File: src/rtl/apb_stream_loader.sv
// APB3 master that streams one packed-pixel image into the recognizer register file,
// then writes the control register to start classification.
module apb_stream_loader #(
  parameter int unsigned Amba_Word       = 24,
  parameter int unsigned Amba_Addr_Depth = 13,
  parameter int unsigned File_Length     = 4096,
  parameter int unsigned Channels        = 3,
  parameter int unsigned Pixel_Width     = 8,
  parameter int unsigned Base_Addr       = 1,
  parameter int unsigned Ctrl_Addr       = 0
) (
  input  logic                              clk,
  input  logic                              rst,
  input  logic                              start,
  input  logic [Amba_Addr_Depth-1:0]        num_words,
  input  logic                              abort,
  input  logic                              pix_valid,
  input  logic [Channels*Pixel_Width-1:0]   pix_data,
  output logic                              pix_ready,
  output logic                              PSEL,
  output logic                              PENABLE,
  output logic                              PWRITE,
  output logic [Amba_Addr_Depth-1:0]        PADDR,
  output logic [Amba_Word-1:0]              PWDATA,
  input  logic                              PREADY,
  input  logic                              PSLVERR,
  output logic                              busy,
  output logic                              done,
  output logic                              err,
  output logic                              aborted,
  output logic [Amba_Addr_Depth-1:0]        words_sent
);

  localparam int unsigned AW = Amba_Addr_Depth;
  localparam int unsigned DW = Amba_Word;
  localparam int unsigned PW = Channels * Pixel_Width;
  localparam logic [AW-1:0] FILE_LEN  = AW'(File_Length);
  localparam logic [AW-1:0] BASE_ADDR = AW'(Base_Addr);
  localparam logic [AW-1:0] CTRL_ADDR = AW'(Ctrl_Addr);

  // Reject parameter sets that cannot be packed or addressed.
  if (PW > DW) begin : g_bad_pack
    $error("apb_stream_loader: Channels*Pixel_Width exceeds Amba_Word");
  end
  if (Base_Addr + File_Length - 1 >= (1 << Amba_Addr_Depth)) begin : g_bad_addr
    $error("apb_stream_loader: image window exceeds APB address space");
  end

  typedef enum logic [2:0] {
    S_IDLE, S_CLR, S_FETCH, S_XFER, S_GO, S_FIN
  } state_t;

  state_t        state;
  logic [AW-1:0] count;
  logic          last_word_c;

  assign last_word_c = (words_sent + AW'(1)) == count;

  always_ff @(posedge clk) begin
    if (rst) begin
      state      <= S_IDLE;
      count      <= '0;
      pix_ready  <= 1'b0;
      PSEL       <= 1'b0;
      PENABLE    <= 1'b0;
      PWRITE     <= 1'b0;
      PADDR      <= '0;
      PWDATA     <= '0;
      busy       <= 1'b0;
      done       <= 1'b0;
      err        <= 1'b0;
      aborted    <= 1'b0;
      words_sent <= '0;
    end else begin
      done <= 1'b0;
      case (state)
        S_IDLE: begin
          if (start) begin
            count      <= (num_words > FILE_LEN) ? FILE_LEN : num_words;
            err        <= 1'b0;
            aborted    <= 1'b0;
            words_sent <= '0;
            busy       <= 1'b1;
            PSEL       <= 1'b1;
            PENABLE    <= 1'b0;
            PWRITE     <= 1'b1;
            PADDR      <= CTRL_ADDR;
            PWDATA     <= '0;
            state      <= S_CLR;
          end
        end

        // A pixel already handshaked is always written; abort only stops an idle fetch.
        S_FETCH: begin
          if (pix_valid) begin
            pix_ready <= 1'b0;
            PSEL      <= 1'b1;
            PENABLE   <= 1'b0;
            PWRITE    <= 1'b1;
            PADDR     <= BASE_ADDR + words_sent;
            PWDATA    <= DW'(pix_data);
            state     <= S_XFER;
          end else if (abort) begin
            pix_ready <= 1'b0;
            aborted   <= 1'b1;
            done      <= 1'b1;
            state     <= S_FIN;
          end
        end

        // Shared SETUP/ACCESS handling for the clear, image and start writes.
        S_CLR, S_XFER, S_GO: begin
          if (!PENABLE) begin
            PENABLE <= 1'b1;
          end else if (PREADY) begin
            PSEL    <= 1'b0;
            PENABLE <= 1'b0;
            PWRITE  <= 1'b0;
            if (state == S_XFER && !PSLVERR) begin
              words_sent <= words_sent + AW'(1);
            end
            if (PSLVERR || (abort && state != S_GO)) begin
              if (PSLVERR) err <= 1'b1;
              if (abort && state != S_GO) aborted <= 1'b1;
              done  <= 1'b1;
              state <= S_FIN;
            end else if (state == S_GO) begin
              done  <= 1'b1;
              state <= S_FIN;
            end else if ((state == S_CLR && count == '0) ||
                         (state == S_XFER && last_word_c)) begin
              PSEL    <= 1'b1;
              PWRITE  <= 1'b1;
              PADDR   <= CTRL_ADDR;
              PWDATA  <= DW'(1);
              state   <= S_GO;
            end else begin
              pix_ready <= 1'b1;
              state     <= S_FETCH;
            end
          end
        end

        S_FIN: begin
          busy  <= 1'b0;
          state <= S_IDLE;
        end

        default: state <= S_IDLE;
      endcase
    end
  end

endmodule
File: config.mk
export PLATFORM = sky130hd
export DESIGN_NAME = apb_stream_loader
export DESIGN_NICKNAME = d
export VERILOG_FILES = /design/src/rtl/apb_stream_loader.sv
export SDC_FILE = /design/constraint.sdc
export NUM_CORES = 1
export LEC_CHECK = 0
export CAP_MARGIN = 20
export CORE_MARGIN = 2
export CORE_UTILIZATION = 49
export CTS_CLUSTER_SIZE = 40
export DETAILED_ROUTE_END_ITERATION = 8
export GPL_ROUTABILITY_DRIVEN = 0
export PLACE_DENSITY = 0.85
export SLEW_MARGIN = 10
export SYNTH_ARGS = -nofsm -noshare
export SYNTH_HDL_FRONTEND = slang
export SYNTH_SLANG_ARGS = --single-unit
export TNS_END_PERCENT = 20
File: constraint.sdc
create_clock -name clk -period 2.8 [get_ports clk]
set_input_delay 0.7 -clock clk [delete_from_list [all_inputs] [get_ports clk]]
set_output_delay 0.7 -clock clk [all_outputs]
set_load 0.02 [all_outputs]
# [After elaboration in Yosys (flattened, before gate mapping)]
# Index checks and enable logic that the tools add are counted.
[word_totals] ff_bits=73 elab_cells=131 out_inout_bits=58
[classes] eq_ne=22 muxes=71 order_cmp=1 reduce_logical=24 add_sub_neg=1
[op_table] op="24-bit two-way mux" count=7
[op_table] op="13-bit two-way mux" count=11
[op_table] op="24-bit one-hot mux with 3 select lines" count=1
[op_table] op="13-bit one-hot mux with 3 select lines" count=1
[op_table] op="1-bit two-way mux" count=34
[op_table] op="2-bit inequality test (second input constant)" count=14
[op_table] op="13-bit one-hot mux with 2 select lines" count=1
[op_table] op="3-bit two-way mux" count=8
[op_table] op="8-bit AND reduction" count=2
[op_table] op="13-bit by 1-bit adder with 13-bit output (second input constant)" count=1
[op_table] op="13-bit == test" count=1
[op_table] op="13-bit greater-than comparator (second input constant)" count=1
[op_table] op="13-bit zero test" count=1
[op_table] op="5-bit AND reduction" count=2
[op_table] op="1-bit one-hot mux with 3 select lines" count=3
[op_table] op="3-bit one-hot mux with 3 select lines" count=1
[op_table] op="1-bit one-hot mux with 2 select lines" count=4
[op_table] op="7-bit AND reduction" count=1
[op_table] op="3-bit by 2-bit == test with 1-bit output (second input constant)" count=2
[op_table] op="3-bit == test (second input constant)" count=2
[op_table] op="3-bit inequality test (second input constant)" count=2
[op_table] op="6-bit AND reduction" count=1
[op_table] op="2-bit nonzero test" count=3
[op_table] op="1-bit logical AND" count=4
[op_table] op="other kinds (9)" count=11

# [Longest topological paths before layout]
# Gate-level depths: netlist (run 1).
[logic_depth] ltp_word=10 mapped_depth=11 ltp_nobuf=8

# [Least setup slack after synthesis (run 1)]
# Ideal clock, no wire load.
[synth_timing] path_type="register to register" startpoint="reg words_sent[1]" endpoint="reg PADDR[10]" setup_time_ns=0.123 arrival_time_ns=2.516 path_buffers=2 synth_period_minus_slack_ns=2.639 stages_incl_launch_ff=11 path_slack_ns=0.161 path_cell_list="dfxtp_1 ha_1 buf_4 and4_1 buf_2 o32ai_1 a2111oi_2 and4_1 nand4_1 a21o_2 mux2_1"
[synth_via] elab_chain_len=6 word_cells_on_any_way=8 cone_classes="add/sub (1); eq/ne (2); mux (2); reduce/logical (3)"
[synth_lines] item="start: declaration" line_no="31" rtl="output logic [Amba_Addr_Depth-1:0] words_sent"
[synth_lines] item="start signal: assignment" line_no="120" rtl="words_sent <= words_sent + AW'(1);"
[synth_lines] item="13-bit by 1-bit adder with 13-bit output (*)" line_no="57, 100"
[synth_lines] item="13-bit == test" line_no="57" rtl="assign last_word_c = (words_sent + AW'(1)) == count;"
[synth_lines] item="1-bit logical AND" line_no="131" rtl="(state == S_XFER && last_word_c)) begin"
[synth_lines] item="1-bit logical OR" line_no="130" rtl="end else if ((state == S_CLR && count == '0) ||"
[synth_lines] item="2-bit inequality test (no line)"
[synth_lines] item="8-bit AND reduction (no line)"
[synth_lines] item="end signal: assignment" line_no="100" rtl="PADDR <= BASE_ADDR + words_sent;"
[synth_lines] item="end: declaration" line_no="23" rtl="output logic [Amba_Addr_Depth-1:0] PADDR,"
# Mark *: on every way between the ends. The rest lies on a longest branch, timed or not. The select of a mux whose other input is x is not followed.
# A chain may end at the register's enable or synchronous reset.

# [Final worst setup path (run 1)]
[layout_timing] startpoint="reg words_sent[1]" endpoint="reg PADDR[0]"
[layout_via] elab_chain_len=6
[layout_lines] item="13-bit by 1-bit adder with 13-bit output" line_no="57"
[layout_lines] item="13-bit == test" line_no="57"
[layout_lines] item="1-bit logical AND" line_no="131"
[layout_lines] item="1-bit logical OR" line_no="130"
[layout_lines] item="2-bit inequality test (no line)"
[layout_lines] item="8-bit AND reduction (no line)"
# No other way between the ends.

==> results.cfg, run 1 <==
[pwr]
switchingPower_mw = 1.30
fin_total_pwr_mw = 3.59
power_frac_seq_pct = 34.1
powerDensity_nw_per_um2 = 677
leakagePower_nw = 1.84
pwr-share-comb_pct = 39.9
swShare_pct = 36.3
p_clk_share_pct = 26.1
p_int_mw = 2.29
peakVddDrop_mv = 0.445

[sta]
period_share_pct = 94.2
max_freq_mhz = 379
fin_ws_ns = 0.162
rsz0062_at_grt = no
slew_violations = 0
tightest_slew_ns = 0.869
min_period_ns = 2.64
setup_tns_ns = 0
max_slew_margin_pct = 42.1
hold_violations = 0
setup_violations = 0
hold-worst-slack_ns = 0.469
skew_ns = 0.00848

[floorplan]
rows = 32
core-area_um2 = 7730
die-height_um = 93.5
io_pins = 102
dieArea_um2 = 8740
start_util_pct = 50.8
die_w_um = 93.5

[finish]
post-route-util_pct = 68.5
layout_common_cells = 100 x clkdlybuf4s50_1, 69 x dfxtp_1, 46 x nor2_1, 35 x a21oi_1
regArea_um2 = 1470
mostFrequentLayoutCell = clkdlybuf4s50_1
design_area_um2 = 5290
areaGrowthSynthToFinish_pct = 34.8
finalNetCount = 595
drive_gt1_share_pct = 9.01
diodes = 0
fin_cells = 657
multi_input_area_um2 = 2280
fillers = 599

[critical_path]
worst_path_max_delay_cell = dfxtp_2
cp.required_ns = 3.03
crit_chain = ha_4 -> and4_4 -> o32ai_1 -> a2111oi_2 -> and4_1 -> nand4_1 -> a21oi_4 -> buf_4 -> mux2_1
endpoint_kind = flop
crit_path_start_kind = flop
cp_max_fo = 7
critPathKind = reg -> reg
cp.arrival_ns = 2.87
critPathMaxStageDelay_ns = 0.42

[logic_synthesis]
syn-cell-area_um2 = 3930
synth_top_area_share_pct = 37.2
synthTopCellsByArea = dfxtp_1 37%, mux2i_1 7.7%, nand3b_1 5.7%
yosysSeqAreaShare_pct = 37.2
synth.avg_cell_area_um2 = 8.53
synth_seq_cells = 73
synth-main-ff-cell = dfxtp_1
synth-edff-count = 0
async_reset_ff_share_pct = 0
synthesis.nets = 505
yosysTopAreaCell = dfxtp_1
yosysWarnings = 0
syn_inst = 460
synth_cell_types = 47

[routing]
drt-total-wl_um = 10300
antenna_left = 0
initialDrtViolationCount = 274
viasPerCell = 5.63
drt-pass1-iter-count = 6
vias = 3698
wl_per_cell_um = 15.7
drc = 0

[clock_network]
cts_max_level = 3
cts_made_buffers = 9
path_clk_slew_ns = 0.08
tritoncts = done
clk_latency_ns = 0.35
clockBufferDepth = 2
cts_sinks = 73
cts_root_buf = clkbuf_8

[placement]
dpl.hpwl_um = 7260
io_buffers = 101
place_area_um2 = 5010
dp_cells = 639
dp_slack_ns = 0.0189

[global_routing]
grt_pass1_wl_um = 16500
grtUsageTotal_pct = 23.4
overflow = 0
antenna_found_initial = 0
grt_max_degree = 106
grt_pass1_vias = 3551

[worst_hold_path]
holdCritPathClass = reg -> reg

[status]
status = complete, no violations

[flow_run]
max_cap_violations = 0
==> layer usage <==
layer  GRT usage [%]  vias to the layer above  part of all wire (%)
met4            11.2                        0                   1.7
li1                -                     1797                     -
met1            30.4                     1718                    43
met5               0                        -                     0
met3            4.67                       14                   7.5
met2            37.4                      169                    48
==> state kept, by name, indices dropped and copies added, names as in the netlist <==
register	cells
PWDATA	24
PADDR	13
count	13
words_sent	13
state	3
PENABLE	1
PWRITE	1
aborted	1
busy	1
done	1
err	1
pix_ready	1
==> cell usage after synthesis (12+ instances only) <==
| library cell | instances |
|---|---|
| nand2_1 | 21 |
| nand3b_1 | 30 |
| nor2_1 | 46 |
| mux2i_1 | 30 |
| o21ai_0 | 18 |
| a21oi_1 | 35 |
| clkbuf_1 | 28 |
| nand2b_1 | 30 |
| xor2_1 | 12 |
| nor2b_1 | 12 |
| dfxtp_1 | 73 |
| nor3_1 | 16 |
==> critical path: cells and delay by family (launching register included) <==
family	cells	cell delay, ns
AO/OA/AOI/OAI	3	0.73
AND/OR/NAND/NOR	3	0.72
flip-flops	1	0.42
multiplexers	1	0.31
adder cells (fa/ha/maj)	1	0.19
buffers and inverters	1	0.15
==> area by class of cell <==
class                      count  share of cell area [%]
multi-input combinational    342                    43.0
sequential                    73                    27.7
timing repair buffer         120                    22.2
clock buffer                  10                    2.60
tap                          102                    2.41
clock inverter                 6                    1.73
inverter                       4                   0.284
==> power groups by stage <==
stage | Clock (mW) | Sequential (mW) | Combinational, mW
CTS | 0.950 | 1.22 | 1.38
finish | 0.934 | 1.22 | 1.43
global placement | 0 | 1.23 | 1.34
floorplan | 0 | 1.24 | 0.976
global route | 0.989 | 1.23 | 1.54
detailed placement | 0 | 1.24 | 1.37
==> cell families after synthesis <==
family	count (synthesis)	share of synthesized area (%)
AOI/OAI and AO/OA	84	13.6
muxes	37	9.66
DFF	73	37.2
buffers and inverters	45	5.45
and+or+nand+nor	195	27.5
xor gates and xnor gates	25	6.28
adders and majority gates	1	0.319
==> worst paths after layout <==
path	startpoint	endpoint	slack, ns	cells past startpoint
hold reg to reg	pix_ready$_SDFFE_PP0P_	pix_ready$_SDFFE_PP0P_	0.47	2
setup / recovery	words_sent[1]$_SDFFE_PP0P_	PADDR[0]$_SDFFE_PP0P_	0.16	9
setup reg to reg	words_sent[1]$_SDFFE_PP0P_	PADDR[0]$_SDFFE_PP0P_	0.16	9
hold / removal	pix_ready$_SDFFE_PP0P_	pix_ready$_SDFFE_PP0P_	0.47	2
==> timing repair <==
item,CTS,global route
pin swaps,0,2
setup endpoints to repair,19,36
buffers inserted,0,2
hold buffers,0,0
gates resized for setup,2,9
No activity file was read; power rests on OpenSTA's default activity.
==> run 2, diff against run 1 <==
--- a/config.mk
+++ b/config.mk
@@ -6,12 +6,14 @@
 export NUM_CORES = 1
 export LEC_CHECK = 0
 export CAP_MARGIN = 20
+export CORE_ASPECT_RATIO = 0.5
 export CORE_MARGIN = 2
-export CORE_UTILIZATION = 49
+export CORE_UTILIZATION = 44
 export CTS_CLUSTER_SIZE = 40
 export DETAILED_ROUTE_END_ITERATION = 8
 export GPL_ROUTABILITY_DRIVEN = 0
-export PLACE_DENSITY = 0.85
+export PLACE_DENSITY = 0.81
+export RECOVER_POWER = 25
 export SLEW_MARGIN = 10
 export SYNTH_ARGS = -nofsm -noshare
 export SYNTH_HDL_FRONTEND = slang
==> constraint.sdc (replaced) <==
create_clock -name clk -period 2.3 [get_ports clk]
set_input_delay 0.575 -clock clk [delete_from_list [all_inputs] [get_ports clk]]
set_output_delay 0.575 -clock clk [all_outputs]
set_load 0.02 [all_outputs]
==> run 2 against run 1 <==
Against the previous run: the run now ends with negative setup slack left; global-route usage is 0.23 points higher; core utilization is 0.065 points lower; clock power up 56%; cell count rose by 10%; highest routed layer unchanged.
==> results.cfg, run 2 (synthesis gave the netlist of run 1 again) <==
[status]
status = complete, but fails checks
violations = negative setup slack

[critical_path]
crit_family = simple AND/OR/NAND/NOR gates
cp.arrival_ns = 2.68
crit_path_start_kind = flop
cp_max_fo = 6
critPathMaxStageDelay_ns = 0.37
cp.required_ns = 2.52
cp_common_cell = nand4_1
critical_path.startpoint = words_sent[1]$_SDFFE_PP0P_
rr_startpoint = words_sent[1]$_SDFFE_PP0P_
critPathKind = reg -> reg
cp_num_buf_inv = 1
endpoint_kind = flop
worst_path_max_delay_cell = dfxtp_4
crit_chain = ha_4 -> nand4_1 -> nor3_2 -> xnor3_1 -> and4_1 -> nand4_1 -> a21oi_4 -> buf_12 -> mux2_4

[global_routing]
grtUsageTotal_pct = 23.7
overflow = 0
grt_max_degree = 51
grt_pass1_wl_um = 18100
grt_pass1_vias = 3782
antenna_found_initial = 0

[finish]
fillers = 673
areaGrowthSynthToFinish_pct = 51.3
diodes = 0
drive_gt1_share_pct = 18.3
finalNetCount = 647
layout_common_cells = 89 x clkdlybuf4s50_1, 67 x dfxtp_1, 57 x buf_4, 46 x nor2_1, 35 x a21oi_1
mostFrequentLayoutCell = clkdlybuf4s50_1
top_register = PWDATA
largest_register_ffs = 24

[routing]
drt-total-wl_um = 12000
drt-pass1-iter-count = 5
initialDrtViolationCount = 309
viasPerCell = 5.46
antenna_left = 0
vias = 3944
drc = 0
wl_per_cell_um = 16.6

[sta]
period_share_pct = 107
min_period_ns = 2.46
tightest_slew_ns = 0.450
setup_violations = 36
max_slew_margin_pct = 70.0
hold-worst-slack_ns = 0.464
skew_ns = 0.00519
hold_violations = 0
max_freq_mhz = 407
fin_ws_ns = -0.158
rsz0062_at_grt = yes
slew_violations = 0

[clock_network]
tritoncts = done
ctsHoldBuffers = 0
cts_made_buffers = 9
path_clk_slew_ns = 0.06
clockBufferDepth = 2
cts_root_buf = clkbuf_16
cts_sinks = 73
clk_latency_ns = 0.34
cts_max_level = 3

[pwr]
leakagePower_nw = 2.23
peakVddDrop_mv = 0.496
powerDensity_nw_per_um2 = 870
fin_total_pwr_mw = 5.17

[floorplan]
start_util_pct = 45.2
core-area_um2 = 8680
die-height_um = 70.8
dieArea_um2 = 9740
io_pins = 102
die_w_um = 138
rows = 24

[placement]
io_buffers = 101
dpl.hpwl_um = 7730

[worst_hold_path]
worstHoldStart = PWDATA[0]$_SDFFE_PP0P_
holdCritPathClass = reg -> reg

[flow_run]
max_cap_violations = 0
[run 2: cell count changes in the layout (fill, tap and decap cells not counted), moves of 3 or more]
cell / previous run / this run
clkinvlp_4: 3 / 0
clkbuf_16: 0 / 11
clkdlybuf4s50_1: 100 / 89
dfxtp_4: 0 / 5
dlygate4sd3_1: 0 / 11
clkbuf_8: 10 / 1
clkbuf_1: 0 / 3
dfxtp_2: 4 / 1
buf_4: 16 / 57
[run 2: worst paths after layout]
kind,to,cells after the start,slack [ns]
worst max-delay path,PADDR[0]$_SDFFE_PP0P_,9,-0.16
worst min-delay path,PWDATA[0]$_SDFFE_PP0P_,1,0.46
worst max register to register,PADDR[0]$_SDFFE_PP0P_,9,-0.16
worst min register to register,PWDATA[0]$_SDFFE_PP0P_,1,0.46
[run 2: per-layer routing]
layer	part of all wire [%]	global-route usage, %
met3	5.8	5.09
met1	46	30.2
met5	0	0
met2	47	40.2
met4	2.1	7.56
[run 2: final cells by class]
type                    instances  area, µm²  area share [%]
clock buffers                  12        268            4.51
clock inverters                 3       47.5           0.801
inverters                       4       15.0           0.253
multi-input cells             342       2350            39.5
flip-flops and latches         73       1480            24.9
well taps                     117        146            2.47
repair buffers                172       1630            27.5
[run 2: timing repair]
action | CTS | global route
endpoints found under the setup margin | 36 | 37
gates cloned | 2 | 1
setup buffers | 4 | 6
pin swaps | 6 | 8
resized for setup | 11 | 12
[run 2: worst reg2reg max path, stage by stage, from the launching register on]
cell and delay, ns:
dfxtp_4 0.37, ha_4 0.20, nand4_1 0.23, nor3_2 0.24, xnor3_1 0.16, and4_1 0.24, nand4_1 0.18, a21oi_4 0.24
buf_12 0.16, mux2_4 0.32
[run 2: through the flow]
step           cell area, µm²  setup TNS, ns  utilization (%)  setup WS, ns  cells
6_report                 5940          -4.51             68.4        -0.158    723
5_1_grt                  5940          -8.24             68.4        -0.266    723
4_1_cts                  5850          -3.48             67.4        -0.124    717
3_5_place_dp             5400          -4.02             62.2        -0.127    696
3_3_place_gp             5400          -2.10             62.2        -0.100    696
2_1_floorplan            4000        -0.0791                -       -0.0158    460
[run 2: power by group]
| group | total, mW | internal (mW) | switching [mW] |
|---|---|---|---|
| clock | 1.46 | 0.933 | 0.530 |
| combinational | 2.27 | 1.10 | 1.17 |
| sequential | 1.44 | 1.36 | 0.0776 |
